--- src/rtl/alu_pkg.sv ---
// Shared definitions for the mtm_Alu response path.
// Contents: frame geometry, bit-level FSM state type, flag/err bit indices,
// and the CRC3 generator polynomial with a one-bit update helper.
package alu_pkg;

  localparam int unsigned FRAME_BITS    = 11; // start + type + 8 payload + stop
  localparam int unsigned PAYLOAD_BITS  = 8;
  localparam int unsigned DATA_BYTES    = 4;
  // Leading ctl payload bits that belong to the CRC message ({1'b0, flags}).
  localparam int unsigned CTL_CRC_BITS  = 5;

  typedef enum logic [1:0] {
    IDLE,
    TYPE,
    PAYLOAD,
    STOP
  } bit_state_t;

  // Bit positions in the flags output: {carry, overflow, zero, negative}.
  localparam int unsigned FLAG_CARRY    = 3;
  localparam int unsigned FLAG_OVERFLOW = 2;
  localparam int unsigned FLAG_ZERO     = 1;
  localparam int unsigned FLAG_NEGATIVE = 0;

  // Bit positions in the err_flags output: {ERR_DATA, ERR_CRC, ERR_OP}.
  localparam int unsigned ERR_DATA      = 2;
  localparam int unsigned ERR_CRC       = 1;
  localparam int unsigned ERR_OP        = 0;

  // x^3 + x + 1, with the implicit x^3 term dropped.
  localparam logic [2:0] CRC3_POLY = 3'b011;

  function automatic logic [2:0] crc3_step(input logic [2:0] crc, input logic b);
    logic fb;
    fb = crc[2] ^ b;
    return {crc[1:0], 1'b0} ^ (fb ? CRC3_POLY : 3'b000);
  endfunction

endpackage

--- src/rtl/alu_crc3.sv ---
// Serial CRC3 engine, one message bit per enabled cycle, MSB first.
// Ports:
//   clk, rst_n : clock, synchronous active-low reset
//   clr        : reset the remainder to zero (wins over en)
//   en         : absorb bit_in this cycle
//   bit_in     : message bit
//   crc        : running remainder
module alu_crc3
  import alu_pkg::*;
(
  input  logic       clk,
  input  logic       rst_n,
  input  logic       clr,
  input  logic       en,
  input  logic       bit_in,
  output logic [2:0] crc
);

  always_ff @(posedge clk) begin
    if (!rst_n || clr) begin
      crc <= '0;
    end else if (en) begin
      crc <= crc3_step(crc, bit_in);
    end
  end

endmodule

--- src/rtl/alu_resp_decoder.sv ---
// Decodes mtm_Alu serial responses: four data frames (C, MSB byte first)
// followed by a ctl frame, or a single error ctl frame.
// Ports:
//   clk, rst_n : clock, synchronous active-low reset
//   sout       : serial response line, idles high
//   resp_valid : one-cycle pulse when a response or an abort completes
//   resp_err   : 1 = error packet, 0 = data packet
//   result     : decoded C
//   flags      : {carry, overflow, zero, negative}
//   err_flags  : {ERR_DATA, ERR_CRC, ERR_OP}
//   crc_ok     : CRC3 match (data) or parity/copy match (error)
//   proto_err  : framing, sequence or idle-timeout violation
// Result-side outputs change only together with resp_valid.
module alu_resp_decoder
  import alu_pkg::*;
#(
  parameter int unsigned IDLE_TIMEOUT = 64
) (
  input  logic        clk,
  input  logic        rst_n,
  input  logic        sout,
  output logic        resp_valid,
  output logic        resp_err,
  output logic [31:0] result,
  output logic [3:0]  flags,
  output logic [2:0]  err_flags,
  output logic        crc_ok,
  output logic        proto_err
);

  localparam int unsigned IDLE_W = $clog2(IDLE_TIMEOUT + 1);

  bit_state_t        state;
  logic [2:0]        bit_cnt;
  logic [2:0]        byte_cnt;
  logic [IDLE_W-1:0] idle_cnt;
  logic              prev_sout;
  logic              is_ctl;
  logic [7:0]        sr;
  logic [31:0]       acc;
  logic [2:0]        crc;

  logic start, timeout, stop_ok, data_frame, pub_data, pub_err, abort;
  logic crc_clr, crc_en;

  // prev_sout resets low so a line already low at reset release is not
  // mistaken for a start bit; a real start needs a high-to-low transition.
  always_comb begin
    start      = 1'b0;
    timeout    = 1'b0;
    stop_ok    = 1'b0;
    data_frame = 1'b0;
    pub_data   = 1'b0;
    pub_err    = 1'b0;
    abort      = 1'b0;
    start      = (state == IDLE) && !sout && prev_sout;
    timeout    = (state == IDLE) && !start && (byte_cnt != 3'd0) &&
                 (idle_cnt == IDLE_W'(IDLE_TIMEOUT));
    stop_ok    = (state == STOP) && sout;
    data_frame = stop_ok && !is_ctl && (byte_cnt < 3'(DATA_BYTES));
    pub_data   = stop_ok && is_ctl && !sr[7] && (byte_cnt == 3'(DATA_BYTES));
    pub_err    = stop_ok && is_ctl && sr[7] && (byte_cnt == 3'd0);
    abort      = timeout ||
                 ((state == STOP) && !(data_frame || pub_data || pub_err));
  end

  // The CRC message {result, 1'b0, flags} is exactly the 32 data payload
  // bits followed by the first five ctl payload bits.
  always_comb begin
    crc_clr = 1'b0;
    crc_en  = 1'b0;
    crc_clr = start && (byte_cnt == 3'd0);
    crc_en  = (state == PAYLOAD) &&
              (!is_ctl || (bit_cnt < 3'(CTL_CRC_BITS)));
  end

  alu_crc3 u_crc3 (
    .clk    (clk),
    .rst_n  (rst_n),
    .clr    (crc_clr),
    .en     (crc_en),
    .bit_in (sout),
    .crc    (crc)
  );

  always_ff @(posedge clk) begin
    if (!rst_n) begin
      state      <= IDLE;
      bit_cnt    <= '0;
      byte_cnt   <= '0;
      idle_cnt   <= '0;
      prev_sout  <= 1'b0;
      is_ctl     <= 1'b0;
      sr         <= '0;
      acc        <= '0;
      resp_valid <= 1'b0;
      resp_err   <= 1'b0;
      result     <= '0;
      flags      <= '0;
      err_flags  <= '0;
      crc_ok     <= 1'b0;
      proto_err  <= 1'b0;
    end else begin
      prev_sout  <= sout;
      resp_valid <= 1'b0;

      case (state)
        IDLE: begin
          if (start) begin
            state    <= TYPE;
            idle_cnt <= '0;
          end else if (byte_cnt != 3'd0 && !timeout) begin
            idle_cnt <= idle_cnt + IDLE_W'(1);
          end
        end
        TYPE: begin
          is_ctl  <= sout;
          bit_cnt <= '0;
          state   <= PAYLOAD;
        end
        PAYLOAD: begin
          sr      <= {sr[6:0], sout};
          bit_cnt <= bit_cnt + 3'd1;
          if (bit_cnt == 3'(PAYLOAD_BITS - 1)) begin
            state <= STOP;
          end
        end
        STOP: begin
          state <= IDLE;
          if (data_frame) begin
            acc      <= {acc[23:0], sr};
            byte_cnt <= byte_cnt + 3'd1;
          end
        end
        default: state <= IDLE;
      endcase

      if (pub_data) begin
        resp_valid <= 1'b1;
        resp_err   <= 1'b0;
        proto_err  <= 1'b0;
        result     <= acc;
        flags      <= sr[6:3];
        err_flags  <= '0;
        crc_ok     <= (crc == sr[2:0]);
        byte_cnt   <= '0;
        idle_cnt   <= '0;
      end else if (pub_err) begin
        resp_valid <= 1'b1;
        resp_err   <= 1'b1;
        proto_err  <= 1'b0;
        result     <= '0;
        flags      <= '0;
        err_flags  <= sr[6:4];
        crc_ok     <= !(^sr) && (sr[6:4] == sr[3:1]);
        byte_cnt   <= '0;
        idle_cnt   <= '0;
      end else if (abort) begin
        state      <= IDLE;
        resp_valid <= 1'b1;
        resp_err   <= 1'b0;
        proto_err  <= 1'b1;
        result     <= '0;
        flags      <= '0;
        err_flags  <= '0;
        crc_ok     <= 1'b0;
        byte_cnt   <= '0;
        idle_cnt   <= '0;
      end
    end
  end

endmodule
--- config.mk ---
export PLATFORM = sky130hd
export DESIGN_NAME = alu_resp_decoder
export DESIGN_NICKNAME = d
export VERILOG_FILES = /design/src/rtl/alu_pkg.sv /design/src/rtl/alu_crc3.sv /design/src/rtl/alu_resp_decoder.sv
export SDC_FILE = /design/constraint.sdc
export NUM_CORES = 1
export LEC_CHECK = 0
export BUFFER_PORTS_ARGS = -buffer_cell sky130_fd_sc_hd__buf_4
export CORE_MARGIN = 5
export CORE_UTILIZATION = 57
export DETAILED_ROUTE_END_ITERATION = 8
export GPL_TIMING_DRIVEN = 0
export PLACE_DENSITY = 0.78
export SLEW_MARGIN = 25
export SYNTH_ARGS = -nofsm -noshare
export SYNTH_HDL_FRONTEND = slang
export SYNTH_SLANG_ARGS = --single-unit
--- constraint.sdc ---
create_clock -name clk -period 2.5 [get_ports clk]
set_clock_uncertainty 0.05 [all_clocks]
set_input_delay 0.375 -clock clk [delete_from_list [all_inputs] [get_ports clk]]
set_output_delay 0.375 -clock clk [all_outputs]
set_load 0.01 [all_outputs]
==> results of run 1 <==
==> synthesized netlist by cell type, types with 2 or more instances <==
library cell	n	area [um2]
nor2b_1	10	62.56
and2_1	3	18.77
o21ai_1	5	25.02
nand4_1	3	18.77
and3_1	2	12.51
nand3_1	6	30.03
a21boi_0	35	262.8
mux2i_1	12	120.1
ha_1	11	137.6
buf_6	4	45.04
nor4_1	2	12.51
a21oi_1	8	40.04
dfxtp_1	103	2062
xor2_1	6	52.55
buf_2	9	45.04
nand2b_1	5	31.28
nor2_1	18	67.56
a22o_1	39	341.6
inv_1	9	33.78
nand2_1	77	289.0
clkbuf_1	11	41.29
xnor2_1	10	87.58
==> state kept, by name, indices dropped and copies added (netlist names), 4 cells and up <==
register,count
flags,4
acc,32
sr,8
idle_cnt,7
result,32
==> critical path: cells and delay by family, from the launching register on <==
kind | cells | cell delay, ps
buf+inv | 1 | 340
compound gates | 1 | 160
simple gates | 3 | 970
fa+ha+maj | 1 | 330
flops | 1 | 400
==> path summary, 6_finish.rpt <==
kind / startpoint / to / slack [ps]
setup / recovery: state[0]$_SDFF_PN0_ / result[10]$_SDFFE_PN0P_ / 190
setup reg to reg: state[0]$_SDFF_PN0_ / result[10]$_SDFFE_PN0P_ / 190
hold reg to reg: crc_ok$_SDFFE_PN0P_ / crc_ok$_SDFFE_PN0P_ / 410
hold / removal: rst_n / crc_ok$_SDFFE_PN0P_ / 330
==> metal layers <==
| layer | track usage | vias to the layer above | share of wire |
|---|---|---|---|
| li1 | - | 1506 | - |
| met5 | 0 | - | 0 |
| met1 | 0.2273 | 1392 | 0.45 |
| met2 | 0.3477 | 45 | 0.50 |
| met3 | 0.03285 | 14 | 0.027 |
| met4 | 0.08664 | 0 | 0.023 |
==> power breakdown <==
group | switching [uW] | internal (uW) | leakage, uW
sequential | 35.6 | 1670 | 0.000830
combinational | 203 | 137 | 0.000894
clock | 570 | 497 | 0.000105
total | 809 | 2310 | 0.00183
==> placed cells by master, fill, tap and decap left out, types with 5 or more instances in the layout <==
cell and count:
dfxtp_1 103, buf_4 45, xor2_1 6, clkbuf_1 11
nand3_1 6, xnor2_1 10, inv_1 9, buf_2 9
mux2i_1 12, nor2b_1 10, a21boi_0 35, a21oi_1 8
clkbuf_8 10, nand2b_1 5, nor2_1 18, ha_1 11
nand2_1 77, a22o_1 39, o21ai_1 5
==> cell families (layout without fill, tap and decap cells) <==
logic type / after synthesis / in the layout / synth area share
buffers and inverters: 33 / 94 / 0.04107
muxes: 12 / 12 / 0.02987
xor gates and xnor gates: 16 / 16 / 0.03485
adders and majority gates: 11 / 11 / 0.03422
AOI/OAI and AO/OA: 96 / 96 / 0.1904
and+or+nand+nor: 136 / 136 / 0.1568
DFF: 103 / 103 / 0.5128
==> metrics by stage <==
stage | instances | hold WS [ps] | power, uW
2_1_floorplan | 407 | 392.0 | 2010
3_3_place_gp | 548 | 393.8 | 2071
3_5_place_dp | 548 | 404.1 | 2087
4_1_cts | 564 | 325.9 | 3135
5_1_grt | 564 | 339.1 | 3259
6_report | 564 | 325.3 | 3116
==> area by class of cell <==
type,count,area share
clock inverters,6,0.01442
flip-flops and latches,103,0.4402
clock buffers,10,0.02938
inverters,9,0.007212
well taps,96,0.02564
repair buffers,45,0.07212
plain buffers,24,0.02804
multi-input cells,271,0.3830
==> flow_metrics.tcl, run 1 <==
set metrics [dict create \
    grt_pass1_vias 2886 \
    crit_type "register to register" \
    syn_nets 421 \
    grt_max_degree 18 \
    yosysWarnings 0 \
    clock_latency_ps 370 \
    port_buffers 45 \
    fin_util 0.6857 \
    grt_overflow 0 \
    hp-class "primary input to register" \
    worstPathCellList "ha_1, and4_1, nand2_1, nor2_1, buf_2, a22o_1" \
    cp.required_ps 2770 \
    clkTransAtPathRegs_ps 100 \
    grt_setup_unrepaired "no" \
    start_kind "register" \
    cts_buffer_depth 2 \
    max_freq_ghz 0.4328 \
    syn_inst 407 \
    root_buffer "clkbuf_8" \
    avgSynthCellArea_um2 9.880 \
    max_cap_violations 0 \
    cts_made_buffers 9 \
    antenna_found_initial 0 \
    multi_input_area_mm2 0.001794 \
    routabilityCongestion 0.8058 \
    fp.dieW_um 94.00 \
    layout-drive-gt1-share 0.1752 \
    p_leak_uw 0.001828 \
    viasPerCell 5.243 \
    synth_edf_count 0 \
    regArea_mm2 0.002062 \
    pre_cts_ws_ps 210.9 \
    critPathSlowestCell "nor2_1" \
    async_flop_share 0 \
    die_height_um 94.00 \
    layout_min_cycle_time_ps 2311 \
    synth_area_mm2 0.004021 \
    drt_iter0_drc 93 \
    vias 2957 \
    cts_sinks 103 \
    ys.flop_type "dfxtp_1" \
    placed_area_mm2 0.004479 \
    core_area_mm2 0.006832 \
    wirelength_um 8158 \
    rows 30 \
    syn_to_final_growth_pct 16.49 \
    postCtsSetupBuffers 0 \
    arrival_ps 2580 \
    drc 0 \
    slew_violations 0 \
    hold_buffers 0 \
    initial_core_util 0.5886 \
    wire_per_inst_um 14.46 \
    dieArea_mm2 0.008835 \
    cp-end-kind "register" \
    powerDensity_mw_per_mm2 665.1 \
    io_pins 46 \
    worstMarginPinSlew_ps 740.1 \
    finalCritPeriodShare 0.9243 \
    postLayoutCellArea_mm2 0.004684 \
    slew-limit-headroom 0.5048 \
    crit_fanout 10 \
    peakVddDrop_uv 471.3 \
    grt_usage 0.1949 \
    hold_violations 0 \
    final_antenna_net_count 0 \
    drt_pre_antenna_iters 4 \
    synth-seq-cells 103 \
    htreeDepth 3 \
    finalSetupViolCount 0 \
    antennaDiodeCount 0 \
    status "finished clean" \
    grt_pass1_wl_um 13410 \
    synth_seq_area_share 0.5128 \
    hold-path-cell-count 3 \
    dp_hpwl_um 6062 \
    synth_cell_type_count 41 \
    cts_resized 0 \
    cts_tree "yes" \
    ff2ff_path_depth 6 \
    fin_ws_ps 189.3 \
    final_nets 477 \
    cpPeakStageDelay_ps 580 \
    final.fill_count 545 \
    tns_ps 0 \
]
Power figures use the tool's default switching activity.
==> run 2: changes to the inputs <==
PLACE_DENSITY = 0.85   (was 0.78)
==> run 2 against run 1 <==
Worst hold slack better by 10 ps. Total power shrank 3.2%. First-iteration DRC count up 26%. Die area is the same. Non-clock buffer count did not move. Flip-flop and latch count unchanged. Register-to-register slack hardly changed. Combinational power grew 1%. Critical endpoint is now flags[1]$_SDFFE_PN0P_. Highest routed layer unchanged.
==> flow_metrics.tcl, run 2 (synthesis gave the netlist of run 1 again) <==
set metrics [dict create \
    status "finished clean" \
    antennaDiodeCount 0 \
    final_antenna_net_count 0 \
    grt_max_degree 19 \
    worstPathCellList "inv_1, ha_1, and4_1, nand2_1, nor2_1, buf_2, a22o_1" \
    critPathSlowestCell "nor2_1" \
    clkTransAtPathRegs_ps 100 \
    crit_fanout 10 \
    root_buffer "clkbuf_8" \
    placed_area_mm2 0.004479 \
    arrival_ps 2570 \
    grt_usage 0.1995 \
    tns_ps 0 \
    cp.required_ps 2760 \
    top_regs "acc (32), result (32), sr (8)" \
    p_leak_uw 0.001810 \
    htreeDepth 3 \
    cp-end-kind "register" \
    peakVddDrop_uv 383.6 \
    viasPerCell 5.310 \
    cts_tree "yes" \
    grt_pass1_vias 2967 \
    cts_sinks 103 \
    cts_buffer_depth 2 \
    fp.dieW_um 94.00 \
    final_common_cell "dfxtp_1" \
    fin_ws_ps 185.6 \
    start_kind "register" \
    die_height_um 94.00 \
    slew_violations 0 \
    cts_made_buffers 9 \
    cts_resized 0 \
    core_area_mm2 0.006832 \
    drt_iter0_drc 117 \
    hold_buffers 0 \
    vias 2995 \
    final_cells 564 \
    layout-drive-gt1-share 0.1731 \
    dp_hpwl_um 6144 \
    hold_violations 0 \
    powerDensity_mw_per_mm2 647.1 \
    wirelength_um 8251 \
    grt_pass1_wl_um 13860 \
    postCtsSetupBuffers 0 \
    wire_per_inst_um 14.63 \
    hp-class "primary input to register" \
    max_cap_violations 0 \
    cpPeakStageDelay_ps 510 \
    grt_overflow 0 \
    max_freq_ghz 0.4321 \
    whs_ps 335.3 \
    slew-limit-headroom 0.5757 \
    pre_cts_ws_ps 289.8 \
    initial_core_util 0.5886 \
    layout_min_cycle_time_ps 2314 \
    finalSetupViolCount 0 \
    drc 0 \
    syn_to_final_growth_pct 15.93 \
    postLayoutCellArea_mm2 0.004662 \
    dieArea_mm2 0.008835 \
    dp.cells 548 \
    io_pins 46 \
    worstMarginPinSlew_ps 634.2 \
    drt_pre_antenna_iters 5 \
    rows 30 \
    crit_type "register to register" \
    grt_setup_unrepaired "no" \
    antenna_found_initial 0 \
    final_nets 477 \
    port_buffers 45 \
    clock_latency_ps 370 \
    finalCritPeriodShare 0.9258 \
    routabilityCongestion 0.8260 \
    final_cell_mix "103 x dfxtp_1, 77 x nand2_1, 45 x buf_4, 39 x a22o_1, 35 x a21boi_0" \
]
-- run 2: cell types whose count changed in the layout (fill, tap and decap cells not counted) --
cell / before / now
clkbuf_1: 11 / 12
clkinv_4: 0 / 2
clkbuf_8: 10 / 9
clkinv_2: 2 / 0
bufinv_16: 1 / 0
clkinvlp_4: 1 / 2
inv_8: 1 / 2
inv_6: 1 / 0
-- run 2: layout make-up --
cell class                 count  area, um2
inverter                       9      33.78
sequential                   103       2062
multi-input combinational    271       1794
buffer                        24      131.4
timing repair buffer          45      337.8
clock inverter                 6      55.05
tap                           96      120.1
clock buffer                  10      127.6
fill                         560       2170
-- run 2: stage by stage --
step,total power (uW),util
2_1_floorplan,2010,-
3_3_place_gp,2069,0.6557
3_5_place_dp,2087,0.6557
4_1_cts,3022,0.6824
5_1_grt,3155,0.6824
6_report,3017,0.6824
-- run 2: routing by layer --
metal | GRT usage | vias to the layer above | wire [um]
met4 | 0.08785 | 0 | 209
met2 | 0.3412 | 57 | 4013
met1 | 0.2390 | 1400 | 3705
met3 | 0.04327 | 18 | 322
met5 | 0 | - | 0
li1 | - | 1520 | -
-- run 2: critical path: cells and delay by family, from the launching register on --
| kind | cells | cell delay (ps) |
|---|---|---|
| and+or+nand+nor | 3 | 930 |
| buffers and inverters | 2 | 450 |
| DFF | 1 | 330 |
| adders and majority gates | 1 | 330 |
| AOI/OAI and AO/OA | 1 | 170 |
-- run 2: worst paths after layout --
kind,from,end,slack (ps),cells after the start
hold reg to reg,acc[24]$_SDFFE_PN0P_,acc[24]$_SDFFE_PN0P_,420,2
setup / recovery,byte_cnt[0]$_SDFFE_PP0P_,flags[1]$_SDFFE_PN0P_,190,7
hold / removal,rst_n,crc_ok$_SDFFE_PN0P_,340,3
setup reg to reg,byte_cnt[0]$_SDFFE_PP0P_,flags[1]$_SDFFE_PN0P_,190,7
-- run 2: power breakdown --
| part | switching, uW | total [uW] | leakage (uW) | internal, uW |
|---|---|---|---|---|
| Combinational | 208 | 345 | 0.000894 | 137 |
| Sequential | 34.7 | 1710 | 0.000830 | 1670 |
| Clock | 585 | 965 | 0.0000865 | 379 |
